$ cat src/rtl/lut_mult2x2_fabric.sv
// rtl/lut_mult2x2_fabric.sv - reprogrammable 4-LUT slice computing a 2x2 unsigned product
module lut_mult2x2_fabric #(
    parameter int OUT_REG = 0
) (
    input  logic       clk,
    input  logic       global_reset,
    input  logic [1:0] a,
    input  logic [1:0] b,
    output logic [3:0] z,
    input  logic       cfg_en,
    input  logic       cfg_din,
    input  logic       cfg_load,
    output logic       cfg_dout
);

    // {LUT3, LUT2, LUT1, LUT0}: bit k of LUT i is bit i of k[3:2]*k[1:0]
    localparam logic [63:0] DEFAULT_TABLE = {16'h8000, 16'h4C00, 16'h6AC0, 16'hA0A0};

    logic [63:0] sh;
    logic [63:0] lut;
    logic [3:0]  idx;
    logic [3:0]  z_comb;

    assign idx      = {a, b};
    assign cfg_dout = sh[63];

    // Shadow chain: shifts toward the MSB; a load in the same cycle freezes it
    always_ff @(posedge clk or posedge global_reset) begin
        if (global_reset) begin
            sh <= DEFAULT_TABLE;
        end else if (cfg_en && !cfg_load) begin
            sh <= {sh[62:0], cfg_din};
        end
    end

    // Active table: only changes on a load, so shifting never disturbs z
    always_ff @(posedge clk or posedge global_reset) begin
        if (global_reset) begin
            lut <= DEFAULT_TABLE;
        end else if (cfg_load) begin
            lut <= sh;
        end
    end

    // One 16:1 LUT read per product bit, all addressed by {a,b}
    for (genvar i = 0; i < 4; i++) begin : g_lut
        logic [15:0] lut_word;
        assign lut_word  = lut[16*i +: 16];
        assign z_comb[i] = lut_word[idx];
    end

    if (OUT_REG != 0) begin : g_out_reg
        logic [3:0] z_q;

        // Registered product: samples a/b and the active table at the edge
        always_ff @(posedge clk or posedge global_reset) begin
            if (global_reset) begin
                z_q <= 4'h0;
            end else begin
                z_q <= z_comb;
            end
        end

        assign z = z_q;
    end else begin : g_out_comb
        assign z = z_comb;
    end

endmodule

$ cat config.mk
export PLATFORM = sky130hd
export DESIGN_NAME = lut_mult2x2_fabric
export DESIGN_NICKNAME = d
export VERILOG_FILES = /design/src/rtl/lut_mult2x2_fabric.sv
export SDC_FILE = /design/constraint.sdc
export NUM_CORES = 1
export LEC_CHECK = 0
export BUFFER_PORTS_ARGS = -buffer_cell sky130_fd_sc_hd__buf_2
export CAP_MARGIN = 10
export CORE_ASPECT_RATIO = 1.4
export CORE_MARGIN = 2
export CORE_UTILIZATION = 25
export CTS_CLUSTER_SIZE = 25
export DETAILED_ROUTE_END_ITERATION = 10
export HOLD_SLACK_MARGIN = 0.05
export MAX_ROUTING_LAYER = met4
export SLEW_MARGIN = 20
export SYNTH_ARGS = -nofsm -noshare
export SYNTH_HDL_FRONTEND = slang
export SYNTH_SLANG_ARGS = --single-unit
export TNS_END_PERCENT = 50
$ cat constraint.sdc
create_clock -name clk -period 5.2 [get_ports clk]
set_input_delay 0.78 -clock clk [delete_from_list [all_inputs] [get_ports clk]]
set_output_delay 0.78 -clock clk [all_outputs]
set_load 0.01 [all_outputs]
==> reports/metrics.yaml, run 1 <==
pwr:
  clockPowerShare_pct: 47.6
  p_leak_nw: 2.96
  p_int_w: 0.00212
  power_density_nw_per_um2: 430
  p_sw_share_pct: 21.4
  ir_worst_vdd_v: 0.000232
  power.total_w: 0.00270
  seqPwrFrac_pct: 44.3
  switchingPower_w: 0.000579
  comb_power_share_pct: 8.1
setup_path:
  worst-path-buf-inv: 2
  critPathSlowestCell: "mux4_1"
  r2r_slack_ns: 4.41
  cp.required_ns: 4.42
  arrival_ns: 2.34
  r2r-start: "sh[44]$_DFFE_PP0P_"
  worstPathCellList: "buf_2 -> mux4_1 -> a22oi_1 -> nand3_1 -> buf_2"
  cpPeakStageDelay_ns: 0.62
  cpMostUsedCell: "buf_2"
  reg2reg_depth: 1
  r2r_end: "lut[44]$_DFFE_PP0P_"
  worstPathMaxFanout: 16
  cp_top_family: "multiplexers"
  end_kind: "primary output"
  path_class: "in -> out"
  start_kind: "input pin"
die:
  io_pins: 14
  die_area_um2: 22400
  coreArea_um2: 21000
  die_h_um: 176
  placementRows: 63
  start_util_pct: 25.2
  die_width_um: 127
clocking:
  ctsHoldBuffers: 0
  post_cts_buffers: 0
  cts_tree: "yes"
  clkTransAtPathRegs_ns: 0.05
  cts_repair_resize_count: 0
  clock-sinks: 128
  numCtsBuffers: 17
  cts_htree_levels: 4
  clkLatencyLatePin_ns: 0.41
  root_buffer: "clkbuf_16"
  clockBufferDepth: 2
grt:
  antenna_found_initial: 1
  grt_max_degree: 90
  grt_pass1_wl_um: 15300
  grt_pass1_vias: 2922
  grt_usage_pct: 9.13
  overflow: 0
synth:
  syn_inst: 311
  synth-seq-area-share_pct: 61.0
  ys_ff_latch: 128
  syn_area_um2: 5310
  postSynthAreaPerCell_um2: 17.1
  synth_fp_nets: 320
  yosysWarningCount: 0
  ys_types: 16
finish:
  nFillCells: 2046
  layout.nets: 337
  fin_util_pct: 29.8
  drive_gt1_share_pct: 61.0
  syn_to_final_growth_pct: 18.2
worst_hold_path:
  hold_end: "lut[16]$_DFFE_PP0P_"
  min-delay-start: "lut[16]$_DFFE_PP0P_"
  holdPathStages: 1
  holdCritPathClass: "reg -> reg"
detailed_routing:
  drc_errors: 0
  dr.pass1.iters: 4
  ant_nets: 0
  routed_via_density: 4.41
  wl_per_cell_um: 15.2
  routed_wl_um: 9170
  first_iter_violations: 142
  vias: 2656
placed_design:
  dp_hpwl_um: 5600
  place.gp.congestion: 0.682
  io_buffer_count: 13
timing:
  rsz0062_at_grt: "no"
  fin_hold_ws_ns: 0.496
  period_needed_ns: 3.12
  final-setup-viol-count: 0
  tightest_slew_ns: 0.859
  relSlewSlack_pct: 42.7
  setup_tns_ns: 0
  finalHoldViolations: 0
  post-route-period-util_pct: 60.0
  fmax_mhz: 321
  drv_slew: 0
  finClkSkew_ns: 0.00604
run:
  drv_cap: 0
status:
  status: "finished, final reports clean"
per-stage QoR:
step                cells  setup WS (ns)  cell area [um2]
finish                602           2.08             6280
global route          602           1.94             6280
CTS                   601           2.02             6270
detailed placement    569           2.04             5620
global placement      569           2.02             5620
floorplan             311           1.05             5310
cell usage after synthesis:
cell / number / area, um2
mux2_2: 128 / 1440
dfrtp_1: 100 / 2500
dfstp_2: 28 / 736
buf_2: 14 / 70.1
mux4_1: 14 / 368
nand3_1: 8 / 40.0
a22oi_1: 4 / 30.0
nand2_1: 4 / 15.0
clkbuf_1: 2 / 7.51
mux4_2: 2 / 45.0
nor2b_1: 2 / 12.5
buf_12: 1 / 20.0
buf_6: 1 / 11.3
inv_1: 1 / 3.75
nand2b_1: 1 / 6.26
nor2_1: 1 / 3.75
final cells by class:
class	instances	area (um2)	share of cell area [%]
Clock buffer	18	439	6.99
Sequential cell	128	3240	51.6
Multi-Input combinational cell	164	1960	31.3
Timing Repair Buffer	16	87.6	1.39
Antenna cell	1	2.50	0.0398
Inverter	1	8.76	0.139
Tap cell	260	325	5.18
Clock inverter	14	214	3.41
power by group through the flow:
stage / clock network, W / logic, W / registers [W]
6_report: 0.00129 / 0.000218 / 0.00120
4_1_cts: 0.00132 / 0.000225 / 0.00120
2_1_floorplan: 0 / 0.000188 / 0.00118
3_5_place_dp: 0 / 0.000225 / 0.00122
5_1_grt: 0.00136 / 0.000244 / 0.00121
3_3_place_gp: 0 / 0.000217 / 0.00121
how the worst max path moves through the flow:
stage | depth (start not counted) | endpoint | slack, ns | start
after detailed placement | 5 | z[0] | 2.04 | b[0]
after global routing | 5 | z[1] | 1.94 | b[0]
after global placement | 5 | z[0] | 2.02 | b[0]
after CTS | 5 | z[0] | 2.02 | b[0]
final | 5 | z[0] | 2.08 | b[0]
after floorplan | 1 | lut[0]$_DFFE_PP0P_ | 1.05 | global_reset
cell families (layout without fill, tap and decap cells):
logic type | count (synthesis) | in the layout | share of synthesized area, %
AO/OA/AOI/OAI | 4 | 4 | 0.565
multiplexers | 144 | 144 | 34.9
other | 0 | 1 | 0
buffers and inverters | 19 | 49 | 2.12
flip-flops | 128 | 128 | 61.0
AND/OR/NAND/NOR | 16 | 16 | 1.46
cell usage in the layout, fill, tap and decap left out, types with 2 or more instances in the layout:
master        n
mux2_2      128
dfrtp_1     100
dfstp_2      28
clkbuf_16    17
mux4_1       14
buf_2        13
nand3_1       8
bufinv_16     5
nand2_1       4
a22oi_1       4
clkinv_2      3
clkinvlp_4    3
clkinv_4      3
buf_4         3
nor2b_1       2
mux4_2        2
sequential cells by signal, summed over array words and instances, names as in the netlist:
register  cells
sh           64
lut          64
routing by layer:
layer	global-route usage (%)	wire length, um	vias up	share of wire (%)
met4	4.30	144	0	1.6
met5	-	0	-	0
met1	9.80	3890	1428	42
met3	2.82	265	10	2.9
met2	15.4	4870	27	53
li1	-	-	1191	-
(Power assumes the default switching activity.)
==> run 2: changes to the inputs <==
- clock period: 5.2 -> 2.8 ns (I/O delays scaled with it)
==> run 2 against run 1 <==
Against the previous run: critical path depth is the same; clock power is 77% higher; sequential share of layout area is essentially flat; global-route usage decreased by 0.11 points; non-clock buffer count increased by 2; cell area about the same; worst hold slack lost 0.31 ns; die area is the same; routed wire length decreased by 3.1%.
==> reports/metrics.yaml, run 2 (synthesis results as in run 1) <==
finish:
  layout.nets: 339  # +0.59%
  reg_top3: "lut (64), sh (64)"
  syn_to_final_growth_pct: 18.3  # about the same
  drive_gt1_share_pct: 60.9  # -0.064 points
  n_antenna_cell: 0  # -1
  final_cells: 603  # +0.17%
  final_common_cell: "mux2_2"
  fin_util_pct: 29.8  # about the same
  final_cell_mix: "mux2_2, dfrtp_1, dfstp_2"
grt:
  overflow: 0  # unchanged
  grt_usage_pct: 9.01  # -0.11 points
  grt_pass1_vias: 2981  # +2.0%
  antenna_found_initial: 0  # -1
  grt_pass1_wl_um: 15200  # -0.54%
  grt_max_degree: 129  # +43%
clocking:
  cts_tree: "yes"
  clockBufferDepth: 2  # unchanged
  clkLatencyLatePin_ns: 0.41  # about the same
  cts_repair_resize_count: 0  # unchanged
  clock-sinks: 128  # unchanged
  post_cts_buffers: 0  # unchanged
  clkTransAtPathRegs_ns: 0.06  # about the same
  ctsHoldBuffers: 0  # unchanged
  cts_htree_levels: 4  # unchanged
  numCtsBuffers: 17  # unchanged
  root_buffer: "clkbuf_16"
setup_path:
  path_class: "in -> out"
  cp-startpoint: "b[0]"
  r2r-start: "lut[55]$_DFFE_PP0P_"
  arrival_ns: 1.95  # -0.39 ns
  worstPathMaxFanout: 15  # -1
  cp.required_ns: 2.38  # -2.04 ns
  start_kind: "input pin"
  end_kind: "primary output"
placed_design:
  place.gp.congestion: 0.692  # +1.5%
  io_buffer_count: 13  # unchanged
  dp_cells: 571  # +0.35%
  dp_hpwl_um: 5440  # -2.9%
detailed_routing:
  routed_wl_um: 8890  # -3.1%
  first_iter_violations: 112  # -21%
  drc_errors: 0  # unchanged
  ant_nets: 0  # unchanged
  dr.pass1.iters: 4  # unchanged
  vias: 2680  # +0.90%
  routed_via_density: 4.44  # +0.74%
  wl_per_cell_um: 14.7  # -3.3%
timing:
  fmax_mhz: 422
  finClkSkew_ns: 0.00565  # -0.000392 ns
  finalHoldViolations: 0  # unchanged
  rsz0062_at_grt: "no"
  tightest_slew_ns: 0.850  # -0.00891 ns
  relSlewSlack_pct: 43.3  # +0.59 points
  post-route-period-util_pct: 84.5
  final-setup-viol-count: 0  # unchanged
  setup_tns_ns: 0  # unchanged
  period_needed_ns: 2.37
  drv_slew: 0  # unchanged
status:
  status: "finished, final reports clean"
die:
  die_area_um2: 22400  # unchanged
  coreArea_um2: 21000  # unchanged
  io_pins: 14  # unchanged
  die_width_um: 127  # unchanged
  placementRows: 63  # unchanged
  die_h_um: 176  # unchanged
  start_util_pct: 25.2  # unchanged
pwr:
  power.total_w: 0.00491  # +82%
  power_density_nw_per_um2: 782  # +82%
  p_leak_nw: 2.95  # -0.28%
  ir_worst_vdd_v: 0.000401  # +73%
worst_hold_path:
  holdCritPathClass: "in -> async"
run:
  drv_cap: 0  # unchanged
## run 2: cell count changes in the layout (fill, tap and decap cells not counted)
| cell | before | now |
|---|---|---|
| clkbuf_1 | 0 | 1 |
| buf_12 | 0 | 2 |
| clkbuf_8 | 1 | 0 |
| diode_2 | 1 | 0 |
| clkinv_4 | 3 | 1 |
| bufinv_16 | 5 | 4 |
| clkinvlp_4 | 3 | 6 |
## run 2: routing by layer
layer / global-route usage [%] / vias up / part of all wire [%]
met5: - / - / 0
met4: 4.12 / 0 / 2.1
met3: 3.21 / 17 / 3.0
met2: 15.2 / 35 / 54
met1: 9.43 / 1437 / 41
li1: - / 1191 / -
## run 2: cell type report
class                           count  area, um2
Fill cell                        2044      14800
Sequential cell                   128       3240
Multi-Input combinational cell    164       1960
Clock buffer                       18        429
Tap cell                          260        325
Clock inverter                     14        190
Timing Repair Buffer               18        128
Inverter                            1       7.51
## run 2: report_power, final
| part | switching [W] | total, W | internal, W |
|---|---|---|---|
| Sequential | 0.000129 | 0.00222 | 0.00210 |
| Combinational | 0.000165 | 0.000413 | 0.000248 |
| Clock | 0.000790 | 0.00228 | 0.00149 |
| Total | 0.00108 | 0.00491 | 0.00383 |
## run 2: worst paths after layout
path	endpoint	slack, ns	cells past startpoint
min in group clk	sh[0]$_DFFE_PP0P_	0.27	2
setup reg to reg	lut[55]$_DFFE_PP0P_	2.00	1
hold / removal	sh[2]$_DFFE_PP0P_	0.19	3
max in group asynchronous	lut[28]$_DFFE_PP0P_	2.10	3
setup / recovery	z[2]	0.43	5
hold reg to reg	lut[33]$_DFFE_PP0P_	0.49	1
## run 2: through the flow
stage,hold WS (ns),instance area (um2),setup WS [ns]
after floorplan,0.472,5320,0.822
after global placement,0.484,5660,0.446
after detailed placement,0.487,5660,0.416
after CTS,0.228,6280,0.406
after global routing,0.239,6280,0.341
final,0.190,6280,0.433
## run 2: worst max-delay path, stage by stage
cell     delay (ns)
buf_2          0.41
mux4_1         0.64
a22oi_1        0.21
nand3_1        0.10
buf_2          0.15
==> run 3: changes to the inputs <==
- clock period: 2.8 -> 2.4 ns (I/O delays scaled with it)
==> run 3 against run 2 <==
Against the previous run: routed wire length increased by 1.0%; via count decreased by 2.3%; cell area increased by 0.92%; die area unchanged; total power increased by 17%; global-route usage increased by 0.12 points; critical path depth decreased by 1; sequential share of layout area decreased by 0.47 points; clock power increased by 18%; largest power group unchanged.
==> reports/metrics.yaml, run 3 (synthesis results as in run 1) <==
grt:
  grt_pass1_wl_um: 15500  # +1.9%
  grt_pass1_vias: 2984  # +0.10%
  antenna_found_initial: 0  # unchanged
  overflow: 0  # unchanged
  grt_max_degree: 65  # -50%
  grt_usage_pct: 9.13  # +0.12 points
die:
  die_h_um: 176  # unchanged
  placementRows: 63  # unchanged
  io_pins: 14  # unchanged
  coreArea_um2: 21000  # unchanged
  start_util_pct: 25.2  # unchanged
  die_width_um: 127  # unchanged
  die_area_um2: 22400  # unchanged
finish:
  n_antenna_cell: 0  # unchanged
  final_common_cell: "mux2_2"
  layout.nets: 342  # +0.88%
  final_cells: 606  # +0.50%
  syn_to_final_growth_pct: 19.3
  reg_top3: "lut (64), sh (64)"
  final_cell_mix: "mux2_2, dfrtp_1, dfstp_2"
  drive_gt1_share_pct: 61.3  # +0.34 points
timing:
  post-route-period-util_pct: 89.6
  drv_slew: 0  # unchanged
  relSlewSlack_pct: 43.5  # +0.20 points
  setup_tns_ns: 0  # unchanged
  rsz0062_at_grt: "no"
  finalHoldViolations: 0  # unchanged
  tightest_slew_ns: 0.847  # -0.00305 ns
  period_needed_ns: 2.15
  final-setup-viol-count: 0  # unchanged
  finClkSkew_ns: 0.00460  # -0.00105 ns
  fmax_mhz: 465
clocking:
  clkLatencyLatePin_ns: 0.40  # about the same
  clkTransAtPathRegs_ns: 0.05  # about the same
  numCtsBuffers: 17  # unchanged
  clockBufferDepth: 2  # unchanged
  clock-sinks: 128  # unchanged
  cts_tree: "yes"
  post_cts_buffers: 0  # unchanged
  cts_htree_levels: 4  # unchanged
  root_buffer: "clkbuf_16"
pwr:
  p_leak_nw: 2.98  # +1.0%
  power_density_nw_per_um2: 911  # +16%
  ir_worst_vdd_v: 0.000574  # +43%
setup_path:
  r2r-start: "sh[38]$_DFFE_PP0P_"
  r2r_end: "sh[39]$_DFFE_PP0P_"
  start_kind: "flip-flop"
  critPathSlowestCell: "mux4_1"
  end_kind: "primary output"
  reg2reg_depth: 1  # unchanged
  arrival_ns: 1.79  # -0.16 ns
  worstPathCellList: "mux4_1 -> a22oi_1 -> nand3_1 -> buf_2"
  r2r_slack_ns: 1.61  # -0.39 ns
  path_class: "reg -> out"
  cpPeakStageDelay_ns: 0.50  # -0.14 ns
  cp.required_ns: 2.04  # -0.34 ns
  worstPathMaxFanout: 2  # -13
detailed_routing:
  routed_via_density: 4.32  # -2.8%
  routed_wl_um: 8980  # +1.0%
  first_iter_violations: 96  # -14%
  dr.pass1.iters: 4  # unchanged
  wl_per_cell_um: 14.8  # +0.50%
  drc_errors: 0  # unchanged
  vias: 2619  # -2.3%
  ant_nets: 0  # unchanged
worst_hold_path:
  hold_end: "sh[0]$_DFFE_PP0P_"
  holdPathStages: 2
  min-delay-start: "cfg_din"
  holdCritPathClass: "in -> reg"
placed_design:
  place.gp.congestion: 0.708  # +2.3%
  io_buffer_count: 13  # unchanged
  dp_hpwl_um: 5760  # +5.9%
  dp_cells: 573  # +0.35%
status:
  status: "finished, final reports clean"
run:
  drv_cap: 0  # unchanged
run 3: cell types whose count changed in the layout (fill, tap and decap cells not counted), sizes merged:
cell / before / now
buf: 18 / 20
inv: 1 / 0
clkbuf: 18 / 19
dlygate4sd3: 0 / 1
clkinvlp: 6 / 5
clkinv: 4 / 5
run 3: routing by layer:
metal | share of wire [%] | global-route usage (%)
met1 | 42 | 9.59
met2 | 54 | 16.1
met3 | 2.1 | 2.91
met4 | 1.6 | 3.30
met5 | 0 | -
run 3: final cells by class:
type,count,area (um2)
Timing Repair Buffer,21,165
Fill cell,2030,14700
Sequential cell,128,3240
Clock inverter,13,186
Multi-Input combinational cell,164,1960
Clock buffer,19,453
Inverter,1,7.51
Tap cell,260,325
run 3: through the flow:
stage	hold WS, ns	area (um2)	setup WS [ns]	total power, W	utilization [%]
detailed placement	0.396	5690	0.317	0.00313	27.0
finish	0.210	6340	0.251	0.00577	30.1
floorplan	0.472	5320	0.482	0.00297	-
global placement	0.391	5690	0.315	0.00310	27.0
global route	0.208	6340	0.111	0.00606	30.1
CTS	0.204	6340	0.206	0.00587	30.1
run 3: power breakdown:
part	total, W	switching (W)	internal (W)
registers	0.00259	0.000143	0.00245
clock network	0.00270	0.000907	0.00179
logic	0.000486	0.000192	0.000294
total	0.00577	0.00124	0.00453
run 3: what timing repair did:
action,4_1_cts,5_1_grt
hold buffers,1,0
setup endpoints to repair,0,0
hold endpoints to repair,10,0
resized for setup,0,0
run 3: worst max-delay path by stage:
stage,from,to,slack [ns],cells after the start
2_1_floorplan,global_reset,lut[0]$_DFFE_PP0P_,0.48,1
3_3_place_gp,b[0],z[0],0.31,6
3_5_place_dp,b[0],z[0],0.32,6
4_1_cts,lut[0]$_DFFE_PP0P_,z[0],0.21,4
5_1_grt,lut[0]$_DFFE_PP0P_,z[0],0.11,4
6_report,lut[0]$_DFFE_PP0P_,z[0],0.25,4
run 3: worst max-delay path: cells and delay by family, from the launching register on:
| kind | cells | cell delay [ns] |
|---|---|---|
| buffers and inverters | 1 | 0.16 |
| flip-flops | 1 | 0.39 |
| multiplexers | 1 | 0.50 |
| AO/OA/AOI/OAI | 1 | 0.21 |
| AND/OR/NAND/NOR | 1 | 0.13 |
